**src/rtl/s32x_vdp_fill_copy_pkg.sv**
```systemverilog
// Shared types and register-select codes for the VDP auto-fill/copy engine.
package s32x_vdp_fill_copy_pkg;

    typedef enum logic [2:0] {
        FC_IDLE,
        FC_FILL,
        FC_CRD,
        FC_CWT,
        FC_CWR
    } FC_STATE_t;

    localparam logic [2:0] FC_SEL_LEN  = 3'd0;
    localparam logic [2:0] FC_SEL_DST  = 3'd1;
    localparam logic [2:0] FC_SEL_SRC  = 3'd2;
    localparam logic [2:0] FC_SEL_DATA = 3'd3;
    localparam logic [2:0] FC_SEL_COPY = 3'd4;

endpackage

```
**src/rtl/s32x_vdp_fill_copy_wrap_inc.sv**
```systemverilog
// Address incrementer whose carry stops at WRAP_W bits; upper bits pass through.
// WRAP_W must not exceed ADDR_W.
module s32x_wrap_inc #(
    parameter int ADDR_W = 16,
    parameter int WRAP_W = 8
) (
    input  logic [ADDR_W-1:0] addr,
    output logic [ADDR_W-1:0] addr_inc
);

    logic [WRAP_W-1:0] low_inc;

    assign low_inc = addr[WRAP_W-1:0] + WRAP_W'(1);

    generate
        if (WRAP_W >= ADDR_W) begin : g_full
            assign addr_inc = ADDR_W'(low_inc);
        end else begin : g_split
            assign addr_inc = {addr[ADDR_W-1:WRAP_W], low_inc};
        end
    endgenerate

endmodule

```
**src/rtl/s32x_vdp_fill_copy.sv**
```systemverilog
// Framebuffer auto-fill / block-copy engine, paced by the dot-clock enable and
// gated by the framebuffer grant.
module s32x_vdp_fill_copy
    import s32x_vdp_fill_copy_pkg::*;
#(
    parameter int ADDR_W = 16,
    parameter int DATA_W = 16,
    parameter int LEN_W  = 8,
    parameter int WRAP_W = 8
) (
    input  logic                CLK,
    input  logic                RST_N,
    input  logic                CE,
    input  logic                CFG_WE,
    input  logic [2:0]          CFG_SEL,
    input  logic [ADDR_W-1:0]   CFG_D,
    input  logic                ABORT,
    output logic                BUSY,
    output logic [ADDR_W-1:0]   DST_Q,
    input  logic                FB_GNT,
    output logic [ADDR_W-1:0]   FB_A,
    output logic [DATA_W-1:0]   FB_D,
    output logic [DATA_W/8-1:0] FB_WE,
    input  logic [DATA_W-1:0]   FB_Q
);

    localparam int NLANES = DATA_W / 8;

    FC_STATE_t         state, state_next;
    logic [LEN_W-1:0]  len_r, cnt_r;
    logic [ADDR_W-1:0] dst_r, src_r, dst_inc, src_inc;
    logic [DATA_W-1:0] data_r, hold_r;
    logic [ADDR_W-1:0] fb_a_r, fb_a;
    logic [DATA_W-1:0] fb_d_r, fb_d;
    logic [NLANES-1:0] fb_we;
    logic              step;
    logic              last;

    s32x_wrap_inc #(.ADDR_W(ADDR_W), .WRAP_W(WRAP_W)) u_dst_inc (
        .addr     (dst_r),
        .addr_inc (dst_inc)
    );

    s32x_wrap_inc #(.ADDR_W(ADDR_W), .WRAP_W(WRAP_W)) u_src_inc (
        .addr     (src_r),
        .addr_inc (src_inc)
    );

    // A step only happens when paced, granted and not being cancelled.
    assign step = CE & FB_GNT & ~ABORT;
    assign last = (cnt_r == '0);

    always_comb begin
        state_next = state;
        fb_a       = fb_a_r;
        fb_d       = fb_d_r;
        fb_we      = '0;
        case (state)
            FC_IDLE: begin
                if (CFG_WE && !ABORT) begin
                    if (CFG_SEL == FC_SEL_DATA)      state_next = FC_FILL;
                    else if (CFG_SEL == FC_SEL_COPY) state_next = FC_CRD;
                end
            end
            FC_FILL: begin
                if (ABORT) begin
                    state_next = FC_IDLE;
                end else if (step) begin
                    fb_a  = dst_r;
                    fb_d  = data_r;
                    fb_we = '1;
                    if (last) state_next = FC_IDLE;
                end
            end
            FC_CRD: begin
                if (ABORT) begin
                    state_next = FC_IDLE;
                end else if (step) begin
                    fb_a       = src_r;
                    state_next = FC_CWT;
                end
            end
            FC_CWT: begin
                state_next = ABORT ? FC_IDLE : FC_CWR;
            end
            FC_CWR: begin
                if (ABORT) begin
                    state_next = FC_IDLE;
                end else if (step) begin
                    fb_a       = dst_r;
                    fb_d       = hold_r;
                    fb_we      = '1;
                    state_next = last ? FC_IDLE : FC_CRD;
                end
            end
            default: state_next = FC_IDLE;
        endcase
    end

    // FB_A/FB_D are remembered so they hold their last driven value between steps.
    always_ff @(posedge CLK or negedge RST_N) begin
        if (!RST_N) begin
            state  <= FC_IDLE;
            len_r  <= '0;
            cnt_r  <= '0;
            dst_r  <= '0;
            src_r  <= '0;
            data_r <= '0;
            hold_r <= '0;
            fb_a_r <= '0;
            fb_d_r <= '0;
        end else begin
            state  <= state_next;
            fb_a_r <= fb_a;
            fb_d_r <= fb_d;
            case (state)
                FC_IDLE: begin
                    if (CFG_WE) begin
                        case (CFG_SEL)
                            FC_SEL_LEN: len_r <= LEN_W'(CFG_D);
                            FC_SEL_DST: dst_r <= CFG_D;
                            FC_SEL_SRC: src_r <= CFG_D;
                            FC_SEL_DATA: begin
                                data_r <= DATA_W'(CFG_D);
                                cnt_r  <= len_r;
                            end
                            FC_SEL_COPY: cnt_r <= len_r;
                            default: ;
                        endcase
                    end
                end
                FC_FILL: begin
                    if (step) begin
                        dst_r <= dst_inc;
                        cnt_r <= cnt_r - LEN_W'(1);
                    end
                end
                FC_CWT: hold_r <= FB_Q;
                FC_CWR: begin
                    if (step) begin
                        dst_r <= dst_inc;
                        src_r <= src_inc;
                        cnt_r <= cnt_r - LEN_W'(1);
                    end
                end
                default: ;
            endcase
        end
    end

    assign BUSY  = (state != FC_IDLE);
    assign DST_Q = dst_r;
    assign FB_A  = fb_a;
    assign FB_D  = fb_d;
    assign FB_WE = fb_we;

endmodule

```
**config.mk**
```make
export PLATFORM = sky130hd
export DESIGN_NAME = s32x_vdp_fill_copy
export DESIGN_NICKNAME = d
export VERILOG_FILES = /design/src/rtl/s32x_vdp_fill_copy_pkg.sv /design/src/rtl/s32x_vdp_fill_copy_wrap_inc.sv /design/src/rtl/s32x_vdp_fill_copy.sv
export SDC_FILE = /design/constraint.sdc
export NUM_CORES = 1
export LEC_CHECK = 0
export ABC_AREA = 1
export CAP_MARGIN = 25
export CELL_PAD_IN_SITES_DETAIL_PLACEMENT = 1
export CELL_PAD_IN_SITES_GLOBAL_PLACEMENT = 2
export CORE_UTILIZATION = 30
export CTS_BUF_LIST = sky130_fd_sc_hd__clkbuf_8
export CTS_CLUSTER_DIAMETER = 150
export DETAILED_ROUTE_END_ITERATION = 8
export GPL_TIMING_DRIVEN = 0
export PLACE_DENSITY_LB_ADDON = 0.1
export SLEW_MARGIN = 20
export SYNTH_ARGS = -nofsm -noshare
export SYNTH_HDL_FRONTEND = slang
export SYNTH_SLANG_ARGS = --single-unit
export TNS_END_PERCENT = 50
```
**constraint.sdc**
```tcl
create_clock -name CLK -period 2.3 [get_ports CLK]
set_clock_uncertainty 0.2 [all_clocks]
set_input_delay 0.46 -clock CLK [delete_from_list [all_inputs] [get_ports CLK]]
set_output_delay 0.46 -clock CLK [all_outputs]
set_load 0.005 [all_outputs]
```
==> results.py, run 1 <==
metrics = {
    "run_status": {
        "status": "finished with violations",
        "violations": "DRC, setup timing",
    },
    "yosys": {
        "avgSynthCellArea_sq_um": 8.48,
        "synth_compound_area_share_pct": 12.4,
        "synth_xor_xnor_area_share_pct": 0.942,
        "syn_nets": 703,
        "yosys_register_bits": 115,
        "netlist.area_leader.share_pct": 51.6,
        "yosysWarningCount": 0,
        "synthDistinctLibCells": 35,
        "syn_inst": 658,
        "synth_top_family_by_area": "simple AND/OR/NAND/NOR gates",
        "synth.top_cells.by_area": "dfrtp_1 (52%), nand2_1 (14%), o21ai_0 (6.0%)",
        "synth_edf_count": 0,
        "synthFlopType": "dfrtp_1",
        "synth_area_sq_mm": 0.00558,
        "synthAdderAreaFrac_pct": 0.897,
        "synthSimpleGateAreaFrac_pct": 23.3,
        "synth-seq-area-share_pct": 51.6,
        "muxShareOfSynthArea_pct": 3.23,
        "synth-async-reset-ratio_pct": 100,
        "synth_top_area_cell": "dfrtp_1",
    },
    "worst_setup_path": {
        "reg2reg_from": "state[0]$_DFFE_PN0P_",
        "required_ns": 1.64,
        "crit_fanout": 5,
        "critPathLaunch": "state[1]$_DFFE_PN0P_",
        "start_kind": "register",
        "path_class": "reg2out",
        "end_kind": "primary output",
        "crit_arrival_ns": 2.03,
    },
    "clock_tree": {
        "cts_tree": "yes",
        "cts_sinks": 115,
        "htreeDepth": 4,
        "cts_buffer_depth": 2,
        "root_buffer": "clkbuf_8",
        "clkLatencyLatePin_ns": 0.46,
        "cts.clk_slew.worst_paths_ns": 0.08,
        "numCtsBuffers": 17,
    },
    "flow_run": {
        "drv_cap": 0,
    },
    "sta": {
        "tightest_slew_ns": 0.459,
        "fin_crit_sh_pct": 117,
        "timing.final.ws_setup_ns": -0.392,
        "hold_viol": 0,
        "max_slew_margin_pct": 69.3,
        "max_freq_mhz": 371,
        "setup_violations": 39,
        "rsz0062_at_grt": "yes",
        "slew_violations": 0,
        "period_needed_ns": 2.69,
    },
    "floorplan": {
        "core-area_sq_mm": 0.0181,
        "ios": 92,
        "initial_utilization_pct": 30.8,
        "rows": 49,
        "die_area_sq_mm": 0.0191,
        "die_y_um": 138,
        "fp.dieW_um": 138,
    },
    "layout": {
        "layout-drive-gt1-share_pct": 27.5,
        "final_cell_area_sq_mm": 0.00788,
        "nFillCells": 2119,
        "multi_input_area_sq_mm": 0.00255,
        "area_growth_pct": 41.3,
        "final_cell_mix": "nand2_1 (191), dfrtp_1 (113), inv_1 (60)",
        "num-nets-final": 865,
        "final_common_cell": "nand2_1",
        "seqCellArea_sq_mm": 0.00288,
        "num_antenna_cells": 0,
    },
    "place": {
        "numPortBuffers": 91,
        "dp_hpwl_um": 13300,
        "gp_congestion": 0.809,
        "place_area_sq_mm": 0.00680,
        "place_ws_ns": -1.20,
    },
    "detailed_routing": {
        "drt-initial-drc-count": 204,
        "drt-total-wl_um": 19500,
        "drt_first_pass_iters": 9,
        "dr_total_vias": 5153,
        "antenna_left": 0,
        "drcViolationCount": 10,
        "wl_per_cell_um": 18.4,
        "via_per_inst": 4.85,
    },
    "pwr": {
        "power_density_mw_per_mm2": 1260,
        "vdd.ir_drop.worst_mv": 0.528,
        "leakagePower_nw": 3.69,
    },
    "global_routing": {
        "antenna_found_initial": 0,
        "grt_pass1_vias": 5604,
        "grt_max_degree": 77,
        "grt_pass1_wl_um": 31000,
        "grt_overflow": 0,
        "gr-usage-all-layers_pct": 21.3,
    },
    "worst_hold_path": {
        "min_path_type": "in2reg",
        "worstHoldStart": "ABORT",
    },
}
## final timing paths
check | endpoint | cells after the start | slack (ns)
hold reg to reg | cnt_r[7]$_DFFE_PN0P_ | 2 | 0.29
setup / recovery | FB_D[8] | 9 | -0.39
setup reg to reg | src_r[3]$_DFFE_PN0P_ | 14 | -0.10
max in group asynchronous | fb_d_r[3]$_DFF_PN0_ | 3 | 0.86
hold / removal | state[2]$_DFFE_PN0P_ | 2 | 0.26
min in group asynchronous | cnt_r[6]$_DFFE_PN0P_ | 2 | 0.28
## cell families (layout without fill, tap and decap cells)
kind of cell	after synthesis	in the layout
simple gates	303	303
compound gates	121	122
mux	16	16
flops	115	115
buf+inv	93	267
xor+xnor	6	6
fa+ha+maj	4	4
## Yosys cell counts, types with 5 or more instances
cell type,count
nand2_1,201
dfrtp_1,115
o21ai_0,67
inv_1,64
nor2_1,41
nand3_1,30
o211ai_1,17
mux2_2,16
a21oi_1,14
buf_2,10
buf_4,6
nand2_2,6
xor2_1,6
a22oi_1,5
a31oi_1,5
buf_6,5
inv_2,5
o21ai_1,5
## worst max-delay path: stages, from the launching register on
cell and delay [ns]:
dfrtp_2 0.46, inv_2 0.10, nand3_4 0.14, nand2_4 0.15, nand2_8 0.07, inv_8 0.07
buf_12 0.11, buf_6 0.14, a31oi_4 0.10, clkdlybuf4s15_2 0.22
## cell type report
| cell class | count | area share (%) |
|---|---|---|
| Tap cell | 229 | 3.64 |
| Sequential cell | 115 | 36.6 |
| Inverter | 71 | 3.72 |
| Timing Repair Buffer | 142 | 15.5 |
| Buffer | 22 | 3.30 |
| Multi-Input combinational cell | 451 | 32.3 |
| Clock buffer | 17 | 2.97 |
| Clock inverter | 15 | 1.98 |
## sequential cells by signal, summed over array words and instances (netlist names)
register  cells
DST_Q        16
len_r         8
data_r       16
src_r        16
hold_r       16
fb_a_r       16
cnt_r         8
state         3
fb_d_r       16
## routing by layer
layer | global-route usage (%) | routed length (um) | vias to the layer above
li1 | - | - | 2472
met1 | 27.0 | 8850 | 2550
met2 | 35.6 | 9580 | 105
met3 | 4.40 | 697 | 26
met4 | 8.10 | 409 | 0
met5 | 0 | 0 | -
## power by group
part | internal, mW | switching (mW)
sequential | 3.01 | 0.657
clock | 0.968 | 0.974
combinational | 2.02 | 2.30
total | 6.00 | 3.93
## timing repair
item,CTS,global route
setup buffers,42,7
pin swaps,21,9
endpoints found under the setup margin,35,42
endpoints found under the hold margin,39,0
gates cloned,1,0
hold buffers,1,0
gates resized for setup,227,26
## per-stage QoR
step	std cells	TNS [ns]	hold WS [ns]	utilization, %	power (mW)
floorplan	658	0	-0.0356	-	5.64
global placement	978	-535.93	0.263	37.5	7.42
detailed placement	979	-45.12	0.214	37.6	7.57
CTS	1055	-11.55	0.235	43.0	9.85
global route	1062	-14.48	0.258	43.6	10.7
finish	1062	-10.74	0.260	43.6	9.94
Note: power is estimated with default switching activity, not from simulation.
==> run 2, diff against run 1 <==
CAP_MARGIN = 15   (was 25)
==> results of run 2 <==
No change in the layout: final DEF, timing and power equal those of run 1.
